[src/rtl/serial_subtractor.sv]
// -----------------------------------------------------------------------------
// serial_subtractor
//
// Bit-serial, LSB-first subtractor computing (a - b - bin) mod 2^WIDTH. It uses
// one full-subtractor cell and one borrow flip-flop, and processes one bit on
// each clock.
//
// Handshake:
//   - Input side is valid/ready. A request is accepted on an edge where
//     start_valid and start_ready are both high.
//   - Output side is a one-cycle done strobe. The registered results are held
//     until the next operation completes.
//
// Parameters
//   WIDTH        operand/result width in bits (>= 2)
//
// Ports
//   clk          clock, all state changes on the rising edge
//   rst_n        synchronous active-low reset
//   start_valid  request present on a/b/bin
//   start_ready  block idle and able to accept a request
//   a            minuend
//   b            subtrahend
//   bin          initial borrow-in
//   diff         registered result
//   bout         registered final borrow-out (a < b + bin, unsigned)
//   done         one-cycle pulse, diff/bout valid from this cycle on
//   busy         high while bits are being processed
//   ovf          signed overflow (only with SERIAL_SUB_OVF_EN)
//
// Build option
//   SERIAL_SUB_OVF_EN  when defined, adds the ovf output and its logic.
// -----------------------------------------------------------------------------
module serial_subtractor #(
  parameter int WIDTH = 8
) (
  input  logic             clk,
  input  logic             rst_n,
  input  logic             start_valid,
  output logic             start_ready,
  input  logic [WIDTH-1:0] a,
  input  logic [WIDTH-1:0] b,
  input  logic             bin,
  output logic [WIDTH-1:0] diff,
  output logic             bout,
  output logic             done,
  output logic             busy
`ifdef SERIAL_SUB_OVF_EN
  ,
  output logic             ovf
`endif
);

  localparam int                CNT_W    = $clog2(WIDTH + 1);
  localparam logic [CNT_W-1:0] LAST_BIT = CNT_W'(WIDTH - 1);

  typedef enum logic [1:0] {
    IDLE = 2'd0,
    RUN  = 2'd1,
    DONE = 2'd2
  } state_t;

  // ---------------------------------------------------------------------------
  // Full-subtractor cell: x - y - z
  // ---------------------------------------------------------------------------

  // Difference bit of the cell.
  function automatic logic fs_diff(input logic x, input logic y, input logic z);
    return x ^ y ^ z;
  endfunction

  // Borrow-out of the cell.
  function automatic logic fs_borrow(input logic x, input logic y, input logic z);
    return (~x & y) | (~(x ^ y) & z);
  endfunction

  // ---------------------------------------------------------------------------
  // Declarations
  // ---------------------------------------------------------------------------

  // Control state
  state_t           r_state;
  state_t           w_state_next;

  // Serial datapath
  logic [WIDTH-1:0] r_sa;
  logic [WIDTH-1:0] r_sb;
  logic             r_brw;
  logic [CNT_W-1:0] r_cnt;

  // Only WIDTH-1 partial bits are stored. The final bit goes straight into
  // diff together with them, so no dead flop is kept.
  logic [WIDTH-2:0] r_dsr;

  // Registered results
  logic [WIDTH-1:0] r_diff;
  logic             r_bout;
`ifdef SERIAL_SUB_OVF_EN
  logic             r_ovf;
`endif

  // Combinational cell and control terms
  logic             w_accept;
  logic             w_last;
  logic             w_d;
  logic             w_bo;
  logic [WIDTH-1:0] w_dsr_shift;

  // ---------------------------------------------------------------------------
  // Cell and shift-path wiring
  // ---------------------------------------------------------------------------
  assign w_accept    = start_valid && (r_state == IDLE);
  assign w_last      = (r_cnt == LAST_BIT);
  assign w_d         = fs_diff(r_sa[0], r_sb[0], r_brw);
  assign w_bo        = fs_borrow(r_sa[0], r_sb[0], r_brw);
  assign w_dsr_shift = {w_d, r_dsr};

  // ---------------------------------------------------------------------------
  // FSM: state register
  // ---------------------------------------------------------------------------
  always_ff @(posedge clk) begin
    if (!rst_n) begin
      r_state <= IDLE;
    end else begin
      r_state <= w_state_next;
    end
  end

  // ---------------------------------------------------------------------------
  // FSM: next-state logic
  // ---------------------------------------------------------------------------
  always_comb begin
    w_state_next = r_state;
    case (r_state)
      IDLE: begin
        if (w_accept) begin
          w_state_next = RUN;
        end
      end
      RUN: begin
        if (w_last) begin
          w_state_next = DONE;
        end
      end
      DONE: begin
        w_state_next = IDLE;
      end
      default: begin
        w_state_next = IDLE;
      end
    endcase
  end

  // ---------------------------------------------------------------------------
  // FSM: outputs decoded from state
  // ---------------------------------------------------------------------------
  always_comb begin
    start_ready = 1'b0;
    busy        = 1'b0;
    done        = 1'b0;
    case (r_state)
      IDLE:    start_ready = 1'b1;
      RUN:     busy        = 1'b1;
      DONE:    done        = 1'b1;
      default: start_ready = 1'b0;
    endcase
  end

  // ---------------------------------------------------------------------------
  // Operand/borrow/counter shift path.
  //
  // These registers are reloaded on every accept, so they are not reset. A
  // reset returns the FSM to IDLE, which leaves their contents unused.
  // ---------------------------------------------------------------------------
  always_ff @(posedge clk) begin
    if (w_accept) begin
      r_sa  <= a;
      r_sb  <= b;
      r_brw <= bin;
      r_cnt <= '0;
    end else if (r_state == RUN) begin
      r_sa  <= {1'b0, r_sa[WIDTH-1:1]};
      r_sb  <= {1'b0, r_sb[WIDTH-1:1]};
      r_brw <= w_bo;
      r_cnt <= r_cnt + CNT_W'(1);
      r_dsr <= w_dsr_shift[WIDTH-1:1];
    end
  end

  // ---------------------------------------------------------------------------
  // Result registers.
  //
  // Loaded only on the edge that processes the final bit (RUN -> DONE).
  // Cleared by reset, which also aborts an operation in progress.
  // ---------------------------------------------------------------------------
  always_ff @(posedge clk) begin
    if (!rst_n) begin
      r_diff <= '0;
      r_bout <= 1'b0;
    end else if ((r_state == RUN) && w_last) begin
      r_diff <= w_dsr_shift;
      r_bout <= w_bo;
    end
  end

`ifdef SERIAL_SUB_OVF_EN
  // Signed overflow is the borrow into the sign bit XOR the borrow out of it.
  // On the final edge, r_brw still holds the borrow into bit WIDTH-1.
  always_ff @(posedge clk) begin
    if (!rst_n) begin
      r_ovf <= 1'b0;
    end else if ((r_state == RUN) && w_last) begin
      r_ovf <= r_brw ^ w_bo;
    end
  end

  assign ovf = r_ovf;
`endif

  assign diff = r_diff;
  assign bout = r_bout;

endmodule

[config.mk]
export PLATFORM = sky130hd
export DESIGN_NAME = serial_subtractor
export DESIGN_NICKNAME = d
export VERILOG_FILES = /design/src/rtl/serial_subtractor.sv
export SDC_FILE = /design/constraint.sdc
export NUM_CORES = 1
export LEC_CHECK = 0
export CAP_MARGIN = 10
export CORE_MARGIN = 2
export CORE_UTILIZATION = 45
export CTS_BUF_LIST = sky130_fd_sc_hd__clkbuf_16
export CTS_CLUSTER_SIZE = 24
export DETAILED_ROUTE_END_ITERATION = 7
export PLACE_DENSITY_LB_ADDON = 0.05
export SLEW_MARGIN = 25
export SYNTH_ARGS = -nofsm -noshare
export SYNTH_HDL_FRONTEND = slang
export SYNTH_SLANG_ARGS = --single-unit
[constraint.sdc]
create_clock -name clk -period 1.8 [get_ports clk]
set_input_delay 0.45 -clock clk [delete_from_list [all_inputs] [get_ports clk]]
set_output_delay 0.45 -clock clk [all_outputs]
set_load 0.05 [all_outputs]
==> impl_metrics.ini <==
[outcome]
outcome = complete, no violations

[floorplanning]
die_area_um2 = 4020
core_area_um2 = 3360
start_util = 0.472
die_h_um = 63.4
boundaryPins = 32
die_w_um = 63.4
rows = 21

[clock_network]
clock_path_buffers = 2
cts_sinks = 39
ctsHoldBuffers = 0
postCtsSetupRepairBufs = 0
clk_latency_ns = 0.28
cts_htree_levels = 2
clock-root-buffer = clkbuf_16
clk_pin_slew_ns = 0.06
cts_buffers = 5
cts-resized-gates = 0
tritoncts = yes

[timing]
timing.fmax_ghz = 0.579
skew_ns = 0.00387
setup_viol = 0
rsz0062_at_grt = false
tightestPinTransition_ns = 0.350
fin_crit_sh = 0.959
setup_tns_ns = 0
slew_viol_final = 0
layout_setup_ws_ns = 0.0735
slew_headroom = 0.766
period_needed_ns = 1.73
hold_viol_final = 0
whs_ns = 0.449

[finish]
area_growth_pct = 37.4
n_antenna_cell = 0
stdcell_area_um2 = 2180
fin_nets = 174
drive_gt1_frac = 0.281
fillCellCount = 280

[grt]
grt_pass1_wl_um = 4230
grt_pass1_vias = 898
antenna_found_initial = 0
grt_max_degree = 21
grt_usage = 0.140
gr-total-overflow = 0

[power_and_ir_drop]
clock_power_share = 0.446
power_density_nw_per_um2 = 1110
switching_share = 0.198
p_leak_nw = 0.825
p_int_mw = 1.93
seqPwrFrac = 0.449
ir_worst_vdd_mv = 0.704
p_comb_frac = 0.105
power_mw = 2.41
p_sw_mw = 0.478

[place]
dpl_cell_area_um2 = 1990
place.gp.congestion = 0.689
io_buffers = 31
preCtsSetupSlack_ns = -0.200
post-dp-hpwl_um = 1770

[drt]
wirelength_um = 2540
dr.pass1.iters = 4
viasPerCell = 4.69
drc = 0
drtAntennaViolNets = 0
via_count = 934
wl_per_cell_um = 12.8
dr.first_iter.drc_count = 71

[setup_path]
startpoint_type = flop
required_ns = 1.35
end_kind = primary output
worstPathArrival_ns = 1.28
path_class = reg2out
critPathMaxStageDelay_ns = 0.45
path_buf_inv = 1
cp_max_fo = 6
cp_slowest_cell = dfxtp_1
crit_family = flip-flops
crit_chain = nor2b_1 > buf_12

[synth]
yosys_warnings = 0
syn_area_um2 = 1590
synth_cell_types = 26
syn_avg_cell_area_um2 = 13.9
synth.yosys.seq_area_share = 0.643
synthesis.instances = 114
syn-num-nets = 136
synth_seq_cells = 39

[worst_hold_path]
hold_path_class = reg2reg

[flow_run]
maxCapViolations = 0
## state kept, by name, indices dropped and copies added (netlist names)
name     flops
r_dsr        7
r_cnt        4
diff         8
r_sb         8
r_state      2
r_sa         8
r_brw        1
bout         1
## path summary, 6_finish.rpt
check,from,to,slack [ns],cells past startpoint
min,r_dsr[3]$_DFFE_PP_,r_dsr[2]$_DFFE_PP_,0.45,0
max,r_state[0]$_SDFFE_PN0P_,busy,0.07,2
max reg2reg,r_state[0]$_SDFFE_PN0P_,r_sb[1]$_DFFE_PP_,0.33,3
min reg2reg,r_dsr[3]$_DFFE_PP_,r_dsr[2]$_DFFE_PP_,0.45,0
## cell type report
cell class              instances  area (um2)  share of cell area
well taps                      46        57.6              0.0264
inverters                       2        7.51             0.00344
clock inverters                 2        37.5              0.0172
clock buffers                   6         150              0.0688
multi-input cells              67         520               0.239
flip-flops and latches         39        1020               0.468
repair buffers                 37         388               0.178
## stage by stage
step	utilization	std cells
6_report	0.649	199
5_1_grt	0.649	199
4_1_cts	0.649	199
3_5_place_dp	0.593	191
3_3_place_gp	0.593	191
2_1_floorplan	-	114
## worst reg2reg max path, delay by kind of cell, from the launching register on
| kind | cells | cell delay, ns |
|---|---|---|
| flops | 1 | 0.37 |
| simple gates | 1 | 0.31 |
| mux | 1 | 0.34 |
| buf+inv | 1 | 0.19 |
## cells by family (layout without fill, tap and decap cells)
kind of cell,count (synthesis),in the layout,synth area share
AOI/OAI and AO/OA,2,2,0.00630
xor gates and xnor gates,2,2,0.0110
adders and majority gates,2,2,0.0205
buffers and inverters,8,47,0.0323
DFF,39,39,0.643
muxes,25,25,0.169
and+or+nand+nor,36,36,0.118
## layer usage
metal / vias to the layer above / wire length (um) / GRT usage
met5: - / 0 / 0
met4: 0 / 26 / 0.0408
met3: 4 / 137 / 0.0679
met2: 20 / 1250 / 0.213
met1: 437 / 1130 / 0.176
li1: 473 / - / -
## power groups by stage
stage	sequential [mW]	combinational, mW	clock [mW]
floorplan	1.09	0.153	0
global placement	1.10	0.249	0
CTS	1.08	0.259	1.10
finish	1.08	0.253	1.07
detailed placement	1.10	0.256	0
global route	1.09	0.277	1.15
## synthesized netlist by cell type
cell type | count | area share
o21ai_0 | 1 | 0.0031
and2b_1 | 1 | 0.0047
xor2_1 | 1 | 0.0055
nor3b_1 | 1 | 0.0047
nor2_1 | 4 | 0.0095
mux2_2 | 14 | 0.099
nand2b_1 | 2 | 0.0079
buf_6 | 2 | 0.014
edfxtp_1 | 24 | 0.45
a21oi_1 | 1 | 0.0031
inv_1 | 2 | 0.0047
xnor2_1 | 1 | 0.0055
nor3b_4 | 1 | 0.012
mux2i_1 | 11 | 0.069
fa_1 | 1 | 0.013
or2_1 | 1 | 0.0039
ha_1 | 1 | 0.0079
buf_1 | 1 | 0.0024
and2_1 | 3 | 0.012
buf_2 | 2 | 0.0063
dfxtp_1 | 15 | 0.19
nand3b_1 | 2 | 0.0095
nor2b_1 | 2 | 0.0079
nand2_1 | 18 | 0.043
nand4_1 | 1 | 0.0039
buf_4 | 1 | 0.0047
## placed cells by master (no fill, tap or decap), drive strengths merged, types with 2 or more instances in the layout
cell	n
edfxtp	24
clkdlybuf4s50	19
nand2	18
buf	18
dfxtp	15
mux2	14
mux2i	11
clkbuf	6
nor2	4
and2	3
nor2b	2
inv	2
nand3b	2
nand2b	2
nor3b	2
Note: power is estimated with default switching activity, not from simulation.
